File: src/rtl/meta_pkg.sv
// Shared types for the data-cache metadata-write channel.
// Also imported by the upstream arbiter that produces these requests.
package meta_pkg;

    localparam int IDX_W = 6;
    localparam int WAYS  = 8;
    localparam int TAG_W = 20;

    typedef struct packed {
        logic [IDX_W-1:0] idx;
        logic [WAYS-1:0]  way_en;
        logic [TAG_W-1:0] tag;
    } meta_write_t;

endpackage

File: src/rtl/meta_fifo.sv
// Circular FIFO of metadata-write entries.
// The storage and per-entry valid bits are exported so the owner can run hazard comparators.
module meta_fifo
    import meta_pkg::*;
#(
    parameter  int DEPTH = 2,
    localparam int PTR_W = $clog2(DEPTH),
    localparam int CNT_W = PTR_W + 1
) (
    input  logic             clk,
    input  logic             rst_n,
    input  logic             push,
    input  meta_write_t      push_data,
    input  logic             pop,
    output meta_write_t      head_data,
    output meta_write_t      entries [DEPTH],
    output logic [DEPTH-1:0] entry_valid,
    output logic [CNT_W-1:0] count
);

    logic [PTR_W-1:0] head_q, head_d;
    logic [PTR_W-1:0] tail_q, tail_d;
    logic [CNT_W-1:0] count_q, count_d;
    meta_write_t      mem_q [DEPTH];
    meta_write_t      mem_d [DEPTH];

    // Next-state for pointers, occupancy and storage.
    always_comb begin
        mem_d = mem_q;
        if (push) begin
            mem_d[tail_q] = push_data;
            tail_d        = tail_q + PTR_W'(1);
        end else begin
            tail_d        = tail_q;
        end

        if (pop) begin
            head_d = head_q + PTR_W'(1);
        end else begin
            head_d = head_q;
        end

        case ({push, pop})
            2'b10:   count_d = count_q + CNT_W'(1);
            2'b01:   count_d = count_q - CNT_W'(1);
            default: count_d = count_q;
        endcase
    end

    // FIFO state registers; reset discards every buffered entry.
    always_ff @(posedge clk or negedge rst_n) begin
        if (!rst_n) begin
            head_q  <= '0;
            tail_q  <= '0;
            count_q <= '0;
            for (int i = 0; i < DEPTH; i++) begin
                mem_q[i] <= '0;
            end
        end else begin
            head_q  <= head_d;
            tail_q  <= tail_d;
            count_q <= count_d;
            mem_q   <= mem_d;
        end
    end

    // Slot i is live when its distance from head (mod DEPTH) is below the occupancy.
    always_comb begin
        for (int i = 0; i < DEPTH; i++) begin
            entry_valid[i] = ({1'b0, PTR_W'(PTR_W'(i) - head_q)} < count_q);
        end
    end

    assign head_data = mem_q[head_q];
    assign entries   = mem_q;
    assign count     = count_q;

endmodule

File: src/rtl/meta_write_sink.sv
// Sink for metadata-write requests: buffers them and drains into the tag SRAM
// on cycles the read port leaves free, with a same-index hazard probe.
module meta_write_sink
    import meta_pkg::meta_write_t;
#(
    parameter  int DEPTH = 2,
    parameter  int IDX_W = meta_pkg::IDX_W,
    parameter  int WAYS  = meta_pkg::WAYS,
    parameter  int TAG_W = meta_pkg::TAG_W,
    localparam int CNT_W = $clog2(DEPTH) + 1
) (
    input  logic             clock,
    input  logic             reset,
    input  logic             io_req_valid,
    output logic             io_req_ready,
    input  logic [IDX_W-1:0] io_req_bits_idx,
    input  logic [WAYS-1:0]  io_req_bits_way_en,
    input  logic [TAG_W-1:0] io_req_bits_tag,
    input  logic             io_array_read_busy,
    output logic             io_array_write_en,
    output logic [IDX_W-1:0] io_array_idx,
    output logic [WAYS-1:0]  io_array_way_mask,
    output logic [TAG_W-1:0] io_array_tag,
    input  logic [IDX_W-1:0] io_probe_idx,
    output logic             io_probe_hit,
    output logic [CNT_W-1:0] io_pending,
    output logic             io_write_done
);

    logic             fire_s;
    logic             push_s;
    logic             drain_s;
    logic             probe_hit_s;
    logic [CNT_W-1:0] count_s;
    logic [DEPTH-1:0] entry_valid_s;
    meta_write_t      req_s;
    meta_write_t      head_s;
    meta_write_t      entries_s [DEPTH];
    logic             write_done_q, write_done_d;

    // Ready comes only from registered occupancy, so a full FIFO never passes through.
    assign io_req_ready = (count_s != CNT_W'(DEPTH));
    assign fire_s       = io_req_valid & io_req_ready;
    assign push_s       = fire_s & (|io_req_bits_way_en);
    assign drain_s      = (count_s != CNT_W'(0)) & ~io_array_read_busy;

    // Pack the incoming request into the shared entry format.
    always_comb begin
        req_s.idx    = io_req_bits_idx;
        req_s.way_en = io_req_bits_way_en;
        req_s.tag    = io_req_bits_tag;
    end

    meta_fifo #(
        .DEPTH (DEPTH)
    ) u_fifo (
        .clk         (clock),
        .rst_n       (reset),
        .push        (push_s),
        .push_data   (req_s),
        .pop         (drain_s),
        .head_data   (head_s),
        .entries     (entries_s),
        .entry_valid (entry_valid_s),
        .count       (count_s)
    );

    assign io_array_write_en = drain_s;
    assign io_array_idx      = head_s.idx;
    assign io_array_way_mask = head_s.way_en;
    assign io_array_tag      = head_s.tag;
    assign io_pending        = count_s;

    // Hazard probe over registered entries; an entry leaving this cycle still matches.
    always_comb begin
        probe_hit_s = 1'b0;
        for (int i = 0; i < DEPTH; i++) begin
            probe_hit_s = probe_hit_s | (entry_valid_s[i] & (entries_s[i].idx == io_probe_idx));
        end
    end
    assign io_probe_hit = probe_hit_s;

    // Completion pulse trails the array write strobe by one cycle.
    always_comb begin
        write_done_d = drain_s;
    end

    // Completion pulse register.
    always_ff @(posedge clock or negedge reset) begin
        if (!reset) begin
            write_done_q <= 1'b0;
        end else begin
            write_done_q <= write_done_d;
        end
    end
    assign io_write_done = write_done_q;

endmodule
File: config.mk
export PLATFORM = sky130hd
export DESIGN_NAME = meta_write_sink
export DESIGN_NICKNAME = d
export VERILOG_FILES = /design/src/rtl/meta_pkg.sv /design/src/rtl/meta_fifo.sv /design/src/rtl/meta_write_sink.sv
export SDC_FILE = /design/constraint.sdc
export NUM_CORES = 1
export LEC_CHECK = 0
export BUFFER_PORTS_ARGS = -buffer_cell sky130_fd_sc_hd__buf_2
export CORE_ASPECT_RATIO = 1.2
export CORE_UTILIZATION = 40
export DETAILED_ROUTE_END_ITERATION = 8
export HOLD_SLACK_MARGIN = 0.1
export SETUP_SLACK_MARGIN = 0.3
export SLEW_MARGIN = 20
export SYNTH_ARGS = -nofsm -noshare
export SYNTH_HDL_FRONTEND = slang
export SYNTH_SLANG_ARGS = --single-unit
File: constraint.sdc
create_clock -name clock -period 4.15 [get_ports clock]
set_input_delay 0.6225 -clock clock [delete_from_list [all_inputs] [get_ports clock]]
set_output_delay 0.6225 -clock clock [all_outputs]
set_load 0.02 [all_outputs]
-- Word level (Yosys, flattened, before mapping)
Cells that the tools add are included.
- flip-flop bits (word level): 73
- output and inout bits: 40
- word-level logic and storage cells: 46
- add/sub/neg operators: 6
- magnitude comparators: 5
- equal/unequal tests: 5
- multiplexer cells: 7
- bitwise logic cells: 9
- reductions and logical operators: 4
- operators by type and width (operator ; number):
    $mux W34 ; 4
    $bwmux W68 ; 1
    $demux W34 S1 ; 1
    $eq A6 B6 Y1 ; 2
    $reduce_or A8 Y1 ; 1
    $and A1 B1 Y1 ; 5
    $ge A2 B2 Y1 const B ; 2
    $lt A1 B2 Y1 ; 2
    $not A1 Y2 ; 2
    $pmux W2 S2 ; 1
    $reduce_bool A2 Y1 ; 2
    $add A1 B1 Y1 const B ; 2
    $add A2 B1 Y2 const B ; 1
    $eq A2 B1 Y1 const B ; 1
    $eq A2 B2 Y1 const B ; 1
    $lt A2 B1 Y1 const B ; 1
    $ne A2 B2 Y1 const B ; 1
    $sub A1 B1 Y1 const A ; 2
    $sub A2 B1 Y2 const B ; 1
    $logic_and A1 B1 Y1 ; 1
    $not A1 Y1 ; 1
    $or A1 B1 Y1 ; 1

-- Logic depth before layout (Yosys ltp)
Gate-level depths: netlist of the first run.
- word-level depth: 6
- gate-level depth with buffers: 6
- mapped depth without buffers: 6

-- Modules after synthesis
From an unflattened synthesis of the first run, not the netlist that was laid out.
- cells, all modules: 222
- area, all modules: 3331.9 sq um
- by module, submodules not included (module ; instances ; cells an instance ; area each (sq um) ; sequential area each (sq um)):
    meta_fifo ; 1 ; 197 ; 3138.0 ; 1801.7
    meta_write_sink ; 1 ; 25 ; 193.9 ; 25.0

-- Worst setup path before layout of the first run
No wires, ideal clock.
- path kind: input -> output
- start: input port io_probe_idx[4]
- end: output port io_probe_hit
- arrival: 1.596 ns
- required time: 3.527 ns
- setup slack: 1.931 ns
- stages on the path: 3
- cells stage by stage: xnor2_1 o2111ai_1 o41ai_1
- word-level cells in the longest chain between the ends: 3
- elaborated cells on any way between the ends: 5
- classes of those cells: 2 x eq/ne; 3 x bitwise
- RTL lines (what ; line ; text):
    from (decl) ; meta_write_sink.sv:24 ; input logic [IDX_W-1:0] io_probe_idx,
    $eq A6 B6 Y1 ; meta_write_sink.sv:78 ; probe_hit_s = probe_hit_s | (entry_valid_s[i] & (entries_s[i].idx == io_probe_idx));
    $and A1 B1 Y1 ; meta_write_sink.sv:78 ;
    $or A1 B1 Y1 (*) ; meta_write_sink.sv:78 ;
    to (decl) ; meta_write_sink.sv:25 ; output logic io_probe_hit,
Every way passes the cells marked *; elsewhere a longest branch is shown, timed or not.

-- Worst setup path in the final report of the first run
- start: register u_fifo.head_q
- end: output port io_probe_hit
- word-level cells in the longest chain between the ends: 4
- elaborated cells on any way between the ends: 7
- classes of those cells: 2 x add/sub; 2 x order compare; 3 x bitwise
- RTL lines (what ; line ; text):
    from (decl) ; meta_fifo.sv:21 ; logic [PTR_W-1:0] head_q, head_d;
    from (signal assigned) ; meta_fifo.sv:53 ; head_q <= '0;
    from (signal assigned) ; meta_fifo.sv:60 ; head_q <= head_d;
    $sub A1 B1 Y1 ; meta_fifo.sv:70 ; entry_valid[i] = ({1'b0, PTR_W'(PTR_W'(i) - head_q)} < count_q);
    $lt A1 B2 Y1 ; meta_fifo.sv:70 ;
    $and A1 B1 Y1 ; meta_write_sink.sv:78 ;
    $or A1 B1 Y1 (*) ; meta_write_sink.sv:78 ;
Marks and branches as above.

==> reports/summary.txt, run 1 <==
Data required time of the critical path -> 3.53 ns
Clk Latency, worst-skew pair -> 0.33 ns
Via count normalized by instance count -> 4.763
Hold violation count in the final report -> 0
Length of the first detailed-routing pass in iterations -> 4
Clock slew seen by the registers of the worst setup and hold paths -> 0.07 ns
Crit path cell chain -> a21oi_1 > nor4_1 > nand4_1 > o41ai_1 > buf_2
Summed instance area of the synthesized netlist -> 3547 sq um
Sequential share of power -> 37.2%
Total routing resource utilization after global routing -> 15.79%
Final Max Tran Viols -> 0
Outcome -> completed
CTS Hold Buffers Added -> 0
Cells resized by post-CTS repair -> 0
Worst clock skew -> 0.009870 ns
Library cell with the largest summed area after synthesis -> dfrtp_1
Pin count of the biggest net entering global routing -> 74
Wire length of the first global-routing pass -> 10.92 mm
Clock root buffer -> clkbuf_8
Area growth from synthesis to layout -> 18.69%
Main area contributors after synthesis -> dfrtp_1 (51%), mux2_4 (25%), mux2_2 (11%)
Bufs on Longest Clock Path -> 2
Critical Path Fanout Max -> 37
Via Count -> 2034
# nets final -> 350
Reported max-cap violation count -> 0
Hold/Removal Path Class -> input port to async pin
CTS H-Tree Depth -> 3
Standard-cell row count -> 37
Switch Pwr -> 1.383 mW
Vias in the first global route -> 2172
DRC violation count after routing -> 0
DRT iter0 DRCs -> 58
Number of buffers added on ports -> 83
Detailed placement HPWL -> 4.332 mm
Kind of capture point of the worst setup path -> output pin
Aggregate negative setup slack -> 0 ns
Power density over the cells -> 886.9 nW/um^2
Family of cells with the greatest summed delay on the critical path -> flip-flops
Syn. warnings -> 0
Number of nets with antenna violations after routing -> 0
Average footprint of a synthesized cell -> 16.20 sq um
Cells after Synth -> 219
Final Cycle Share -> 66.94%
Average detailed-routed wire length per instance -> 15.74 um
Buffering stage count on the worst path with inverters included -> 1
Measured slew at the worst slew-check pin -> 0.9047 ns
Max IR drop VDD -> 367.7 uV
CP startpoint kind -> flop
Antenna violations before repair -> 0
Flip-flop and latch count after synthesis -> 73
Final-report setup violation count -> 0
Post-Syn Nets -> 264
Logic pwr share -> 50.5%
Num CTS Buffers -> 9
Switching power share of the total -> 37.04%
Worst slew slack as a fraction of its limit -> 39.68%
Clock tree from TritonCTS -> built
Count of fill cells added during filler insertion -> 836
Delay contributed by the slowest stage of the critical path -> 0.96 ns
Leakage power of the design -> 1.985 nW
Min Hold Slack -> 0.4153 ns
Setup Buffers After CTS -> 0
Total chip power -> 3.734 mW
Total Routed Length -> 6.721 mm
Overflow left after global routing -> 0
Peak clock frequency supported by timing -> 0.3600 GHz
Area fraction of the dominant cell type after synthesis -> 51.50%
Layout cell share with drive strength beyond 1 -> 63.23%
Ports placed on the boundary -> 84
Multi-input logic area -> 1644 sq um
CP Data Arrival Time -> 2.16 ns
Die Wd -> 87.97 um
Final weighted congestion of routability-driven global placement -> 0.7226
Number of distinct library cells after synthesis -> 21
Internal power -> 2.351 mW
Die Outline Area -> 9250 sq um
Clock sinks -> 73
Seq. cell area -> 1828 sq um
Type of the setup path with the least slack -> flop to output pin
Most frequent standard cell in the layout excluding fill and tap cells -> buf_2
Clk pwr share -> 12.3%
Unrepaired setup endpoints after global routing -> no
Die span in y -> 105.2 um
Starting density of the core -> 41.19%
Critical-path top delay cell -> dfrtp_2
Antenna Cells -> 0
Core Area -> 8611 sq um
Part of the Yosys area used for sequential elements -> 51.50%
Most frequent cells in the layout -> buf_2 (82), dfrtp_1 (72), mux2_4 (60)
Minimum period implied by the final worst setup slack -> 2.778 ns
-- cells by family after synthesis --
kind of cell | count (synthesis) | share of synthesized area [%]
muxes | 102 | 38.73
adders and majority gates | 1 | 0.3527
xor gates and xnor gates | 17 | 4.198
AOI/OAI and AO/OA | 4 | 0.9876
and+or+nand+nor | 11 | 1.799
DFF | 73 | 51.50
buffers and inverters | 11 | 2.434
-- final cells by class --
cell class	count	share of cell area (%)
clock buffer	12	3.210
clock inverter	4	0.4755
inverter	1	0.08915
multi-input combinational	135	39.05
sequential	73	43.42
tap	117	3.477
timing repair buffer	85	10.28
-- Yosys cell counts --
| cell | count |
|---|---|
| o211ai_2 | 1 |
| o2111ai_1 | 1 |
| o41ai_1 | 1 |
| a21oi_1 | 1 |
| mux2_4 | 60 |
| dfrtp_1 | 73 |
| nand2b_1 | 1 |
| clkbuf_1 | 4 |
| mux2_2 | 34 |
| nor4_1 | 1 |
| xor2_1 | 8 |
| nor2_2 | 2 |
| ha_1 | 1 |
| nor2_1 | 3 |
| nand4_1 | 1 |
| inv_1 | 1 |
| mux2_1 | 8 |
| nor2b_1 | 1 |
| buf_6 | 6 |
| or4_1 | 2 |
| xnor2_1 | 9 |
-- flip-flops by register name, summed over array words and instances, names as in the netlist --
register,count
u_fifo.entries,68
u_fifo.count,2
u_fifo.head_q,1
u_fifo.tail_q,1
io_write_done,1
-- stage by stage --
stage          utilization, %  area, sq um  cells  setup WS [ns]
5_1_grt                 48.90         4210    427          1.017
6_report                48.90         4210    427          1.372
2_1_floorplan               -         3547    219          1.931
4_1_cts                 48.90         4210    427          1.283
3_5_place_dp            47.09         4055    411          1.483
3_3_place_gp            47.09         4055    411          1.503
-- metal layers --
layer  up-vias  share of wire [%]  GRT usage (%)
li1        948                  -              -
met1      1017                 46          20.68
met2        61                 46          23.98
met3         8                6.2          5.687
met4         0                1.0          5.269
met5         -                  0              0
-- path summary, 6_finish.rpt --
kind | from | endpoint | slack (ns) | cells after the start
worst min register to register | u_fifo.entries[27]$_DFFE_PN0P_ | u_fifo.entries[27]$_DFFE_PN0P_ | 0.48 | 1
max in group asynchronous | reset | u_fifo.head_q$_DFFE_PN0P_ | 3.12 | 1
worst max register to register | u_fifo.count[0]$_DFFE_PN0P_ | u_fifo.entries[17]$_DFFE_PN0P_ | 1.94 | 5
worst min-delay path | reset | u_fifo.entries[2]$_DFFE_PN0P_ | 0.42 | 1
min in group clock | u_fifo.entries[27]$_DFFE_PN0P_ | u_fifo.entries[27]$_DFFE_PN0P_ | 0.48 | 1
worst max-delay path | u_fifo.head_q$_DFFE_PN0P_ | io_probe_hit | 1.37 | 5
-- power groups by stage --
| stage | logic, mW | registers, mW | clock network, mW |
|---|---|---|---|
| 2_1_floorplan | 1.57 | 1.26 | 0 |
| 3_3_place_gp | 1.89 | 1.40 | 0 |
| 3_5_place_dp | 1.91 | 1.39 | 0 |
| 4_1_cts | 1.92 | 1.40 | 0.474 |
| 5_1_grt | 2.02 | 1.45 | 0.511 |
| 6_report | 1.89 | 1.39 | 0.459 |
(Power assumes the default switching activity.)
==> inputs of run 2 (changes only) <==
- clock period: 4.15 -> 2.4 ns (I/O delays scaled with it)
==> reports/summary.txt, run 2 (synthesis gave the netlist of run 1 again) <==
Outcome -> completed
CTS H-Tree Depth -> 3
Logic pwr share -> 51.3%
Bufs on Longest Clock Path -> 2
Worst-case setup margin in the final layout -> 0.4173 ns
Reported max-cap violation count -> 0
Number of buffers added on ports -> 83
Detailed placement HPWL -> 4.663 mm
Clock root buffer -> clkbuf_8
Max IR drop VDD -> 654.2 uV
Critical Path Fanout Max -> 3
# nets final -> 356
Type of the setup path with the least slack -> flop to output pin
Kind of capture point of the worst setup path -> output pin
Switching power share of the total -> 35.71%
Length of the first detailed-routing pass in iterations -> 4
Sequential share of power -> 34.0%
Overflow left after global routing -> 0
Antenna Cells -> 0
Final-report setup violation count -> 0
Die Outline Area -> 9250 sq um
Hold/Removal Path Class -> input port to flop
DRC violation count after routing -> 0
Final weighted congestion of routability-driven global placement -> 0.7467
Clk pwr share -> 14.7%
Wire length of the first global-routing pass -> 11.02 mm
Core Area -> 8611 sq um
Area growth from synthesis to layout -> 23.10%
CP startpoint kind -> flop
Number of nets with antenna violations after routing -> 0
Final Core Density -> 50.71%
Die span in y -> 105.2 um
Unrepaired setup endpoints after global routing -> no
Via Count -> 2057
Clk Latency, worst-skew pair -> 0.34 ns
Most frequent standard cell in the layout excluding fill and tap cells -> buf_2
Pin count of the biggest net entering global routing -> 48
Data required time of the critical path -> 2.04 ns
Total Routed Length -> 6.868 mm
Power density over the cells -> 1551 nW/um^2
Leakage power of the design -> 2.053 nW
Minimum period implied by the final worst setup slack -> 1.983 ns
Die Wd -> 87.97 um
Placement-stage worst setup slack -> 0.1332 ns
Layout cell share with drive strength beyond 1 -> 64.24%
Average detailed-routed wire length per instance -> 15.86 um
Total routing resource utilization after global routing -> 15.99%
Most frequent cells in the layout -> buf_2 (82), dfrtp_1 (72), mux2_4 (60)
Peak clock frequency supported by timing -> 0.5044 GHz
Hold violation count in the final report -> 0
Vias in the first global route -> 2207
Worst clock skew -> 0.007710 ns
Clock sinks -> 73
Count of fill cells added during filler insertion -> 800
Final Cycle Share -> 82.61%
Final Max Tran Viols -> 0
Num CTS Buffers -> 9
CP Data Arrival Time -> 1.62 ns
Measured slew at the worst slew-check pin -> 0.6087 ns
Internal power -> 4.353 mW
Via count normalized by instance count -> 4.751
Switch Pwr -> 2.418 mW
Number of flip-flops under the largest register name -> 68
Ports placed on the boundary -> 84
Clock slew seen by the registers of the worst setup and hold paths -> 0.07 ns
Worst slew slack as a fraction of its limit -> 59.42%
Aggregate negative setup slack -> 0 ns
Total chip power -> 6.771 mW
Standard-cell row count -> 37
Starting density of the core -> 41.19%
Clock tree from TritonCTS -> built
Antenna violations before repair -> 0
DRT iter0 DRCs -> 59
-- run 2: cell count changes in the layout (fill, tap and decap cells not counted) --
cell | before | now
buf_12 | 0 | 4
clkbuf_8 | 9 | 12
clkinv_2 | 4 | 1
buf_4 | 3 | 4
bufinv_16 | 0 | 1
clkbuf_1 | 3 | 2
dlygate4sd3_1 | 0 | 1
nor4_1 | 1 | 0
nor4_2 | 0 | 1
-- run 2: cell type report --
class                   instances  area (sq um)  area share, %
clock buffers                  14         172.7          3.954
inverters                       1         3.754        0.08596
repair buffers                 91         530.5          12.15
multi-input cells             135          1650          37.79
well taps                     117         146.4          3.352
flip-flops and latches         73          1828          41.86
clock inverters                 2         35.03         0.8023
-- run 2: path summary, 6_finish.rpt --
path	from	to	slack, ns	depth (start not counted)
min in group asynchronous	reset	u_fifo.entries[3]$_DFFE_PN0P_	0.59	2
worst min register to register	u_fifo.entries[18]$_DFFE_PN0P_	u_fifo.entries[18]$_DFFE_PN0P_	0.50	1
worst max register to register	u_fifo.count[0]$_DFFE_PN0P_	u_fifo.entries[57]$_DFFE_PN0P_	0.44	5
max in group asynchronous	reset	u_fifo.entries[15]$_DFFE_PN0P_	1.24	3
worst max-delay path	u_fifo.entries[28]$_DFFE_PN0P_	io_probe_hit	0.42	5
worst min-delay path	io_req_bits_idx[1]	u_fifo.entries[63]$_DFFE_PN0P_	0.25	2
-- run 2: critical path, cell delays in order, from the launching register on --
cell	delay [ns]
dfrtp_1	0.41
xor2_1	0.18
nor4_2	0.28
nand4_1	0.12
o41ai_1	0.07
buf_2	0.22
-- run 2: timing repair --
| action | CTS | global route |
|---|---|---|
| endpoints found under the hold margin | 46 | 0 |
| buffers inserted | 0 | 2 |
| resized for setup | 0 | 1 |
| setup endpoints to repair | 0 | 1 |
| hold buffers | 1 | 0 |
-- run 2: per-stage QoR --
stage	hold slack [ns]	cells	area (sq um)
detailed placement	0.4196	414	4128
finish	0.2453	433	4367
floorplan	0.06441	219	3547
global route	0.2409	433	4367
global placement	0.4123	414	4128
CTS	0.2268	431	4345
-- run 2: layer usage --
metal / vias to the layer above / track usage, % / share of wire (%)
met4: 0 / 9.485 / 2.0
met3: 10 / 3.160 / 4.7
met2: 61 / 23.70 / 46
met5: - / 0 / 0
met1: 1027 / 21.37 / 48
li1: 959 / - / -
-- run 2: power by group through the flow --
stage                     clock network [mW]  logic [mW]  registers, mW
after floorplan                            0        2.71           2.19
after global placement                     0        3.44           2.31
after detailed placement                   0        3.47           2.33
after CTS                               1.03        3.48           2.32
after global routing                    1.08        3.70           2.39
final                                  0.992        3.48           2.30
==> inputs of run 3 (changes only) <==
- ABC_AREA: not set -> 1
- clock period: 2.4 -> 2 ns (I/O delays scaled with it)
==> reports/summary.txt, run 3 <==
Final weighted congestion of routability-driven global placement -> 0.7851
Via count normalized by instance count -> 5.026
Number of synthesized flops with an enable pin -> 0
Final Max Tran Viols -> 0
Wire length of the first global-routing pass -> 16.91 mm
Hold/Removal Path Class -> input port to flop
Part of the Yosys area used for sequential elements -> 49.01%
Hold violation count in the final report -> 0
Cells after Synth -> 486
Num CTS Buffers -> 9
Leading cell type by number of instances after synthesis -> nand2_1
Die Outline Area -> 9710 sq um
Ports placed on the boundary -> 84
Summed instance area of the synthesized netlist -> 3727 sq um
Average detailed-routed wire length per instance -> 14.60 um
Count of fill cells added during filler insertion -> 910
Area growth from synthesis to layout -> 25.61%
Total routing resource utilization after global routing -> 22.31%
Die span in y -> 107.7 um
Bufs on Longest Clock Path -> 2
Worst clock skew -> 0.006781 ns
Final-report setup violation count -> 0
CP Data Arrival Time -> 1.47 ns
Area fraction of the dominant cell type after synthesis -> 49.01%
Overflow left after global routing -> 0
CTS H-Tree Depth -> 3
Number of buffers added on ports -> 83
Placement-stage worst setup slack -> 0.1795 ns
Power density over the cells -> 1729 nW/um^2
Data required time of the critical path -> 1.70 ns
Clock root buffer -> clkbuf_8
Clock slew seen by the registers of the worst setup and hold paths -> 0.08 ns
Core Area -> 9034 sq um
Aggregate negative setup slack -> 0 ns
Flip-flop and latch count after synthesis -> 73
Reported max-cap violation count -> 0
Number of distinct library cells after synthesis -> 20
Minimum period implied by the final worst setup slack -> 1.770 ns
# nets final -> 616
Unrepaired setup endpoints after global routing -> yes
Die Wd -> 90.12 um
Seq. cell area -> 1831 sq um
Antenna Cells -> 0
Detailed placement HPWL -> 6.310 mm
Top flip-flop cell by instance count after synthesis -> dfrtp_1
Worst-case setup margin in the final layout -> 0.2298 ns
Most frequent standard cell in the layout excluding fill and tap cells -> nand2_1
Outcome -> completed
Total Routed Length -> 10.16 mm
DRC violation count after routing -> 0
Type of the setup path with the least slack -> flop to output pin
Standard-cell row count -> 38
DRT iter0 DRCs -> 175
Final Cycle Share -> 88.51%
Multi-input logic area -> 1698 sq um
Most frequent cells in the layout -> nand2_1 (256), buf_2 (75), dfrtp_1 (70)
Starting density of the core -> 41.26%
Leakage power of the design -> 2.612 nW
Measured slew at the worst slew-check pin -> 0.5256 ns
Average footprint of a synthesized cell -> 7.669 sq um
Commonest cells post-synth -> nand2_1 (257), dfrtp_1 (73), nand4_1 (68), buf_2 (13), inv_1 (13)
Pin count of the biggest net entering global routing -> 73
Number of nets with antenna violations after routing -> 0
Layout cell share with drive strength beyond 1 -> 24.31%
Kind of capture point of the worst setup path -> output pin
Via Count -> 3498
Asr flop ratio synth -> 100.0%
Main area contributors after synthesis -> dfrtp_1 (49%), nand2_1 (26%), nand4_1 (11%)
CP startpoint kind -> flop
Vias in the first global route -> 3435
Clk Latency, worst-skew pair -> 0.35 ns
Peak clock frequency supported by timing -> 0.5649 GHz
Syn. warnings -> 0
Antenna violations before repair -> 0
Critical Path Fanout Max -> 11
Clock sinks -> 73
Clock tree from TritonCTS -> built
Library cell with the largest summed area after synthesis -> dfrtp_1
Worst slew slack as a fraction of its limit -> 64.96%
Length of the first detailed-routing pass in iterations -> 4
Max IR drop VDD -> 830.3 uV
Number of flip-flops under the largest register name -> 68
Post-Syn Nets -> 531
run 3: cell types whose count changed after synthesis, sizes merged, moves of 2 or more:
| cell | previous run | this run |
|---|---|---|
| buf | 6 | 25 |
| clkbuf | 4 | 10 |
| inv | 1 | 18 |
| mux2 | 102 | 0 |
| nand2 | 0 | 258 |
| nand3 | 0 | 2 |
| nand4 | 1 | 68 |
| nor2 | 5 | 12 |
| o21ai | 0 | 4 |
| or4 | 2 | 0 |
| xor2 | 8 | 4 |
run 3: metrics by stage:
stage	power, mW	instances	hold slack, ns	instance area (sq um)	utilization, %
5_1_grt	8.758	696	0.2222	4682	51.83
4_1_cts	8.041	693	0.2039	4618	51.12
6_report	8.097	696	0.2191	4682	51.83
2_1_floorplan	5.255	486	0.004409	3742	-
3_3_place_gp	6.412	669	0.3101	4259	47.15
3_5_place_dp	6.488	669	0.3178	4259	47.15
run 3: area by class of cell:
class,instances,area share [%]
inverters,18,1.550
multi-input cells,362,36.26
well taps,120,3.207
clock buffers,15,4.196
repair buffers,107,15.05
clock inverters,1,0.6414
flip-flops and latches,73,39.10
run 3: report_power, final:
part / internal [mW] / leakage (nW) / switching [mW]
Sequential: 2.18 / 0.903 / 0.451
Clock: 0.748 / 0.116 / 0.532
Combinational: 1.54 / 1.59 / 2.64
Total: 4.47 / 2.61 / 3.62
run 3: critical path, stage by stage, from the launching register on:
cell and delay [ns]:
dfrtp_2 0.47, buf_4 0.19, buf_12 0.15, nand2_1 0.05
nand2_1 0.09, buf_4 0.17
run 3: final timing paths:
| check | slack [ns] | cells past startpoint | from | end |
|---|---|---|---|---|
| hold reg to reg | 0.47 | 2 | u_fifo.entries[10]$_DFFE_PN0P_ | u_fifo.entries[10]$_DFFE_PN0P_ |
| setup reg to reg | 0.33 | 8 | u_fifo.count[1]$_DFFE_PN0P_ | u_fifo.count[1]$_DFFE_PN0P_ |
| hold / removal | 0.22 | 3 | io_req_bits_tag[12] | u_fifo.entries[46]$_DFFE_PN0P_ |
| min in group asynchronous | 0.46 | 2 | reset | u_fifo.count[1]$_DFFE_PN0P_ |
| setup / recovery | 0.23 | 5 | u_fifo.head_q$_DFFE_PN0P_ | io_array_way_mask[6] |
| max in group asynchronous | 0.88 | 3 | reset | u_fifo.entries[1]$_DFFE_PN0P_ |
run 3: cell families after synthesis:
| group | share of synthesized area [%] |
|---|---|
| AND/OR/NAND/NOR | 39.78 |
| flip-flops | 49.01 |
| buffers and inverters | 7.083 |
| XOR/XNOR | 2.820 |
| AO/OA/AOI/OAI | 0.9734 |
| adder cells (fa/ha/maj) | 0.3356 |
run 3: what timing repair did:
action                                  CTS  global route
gates resized for setup                  17             7
hold buffers                              1             0
endpoints found under the setup margin   71            53
buffers inserted                          5             2
cloned                                    2             1
endpoints found under the hold margin    38             0
pin swaps                                 2             2
run 3: routing by layer:
metal,up-vias,GRT usage [%],routed length (um)
li1,1744,-,-
met2,89,37.90,4933
met4,0,10.60,272
met1,1644,27.82,4546
met3,21,3.531,412
met5,-,0,0
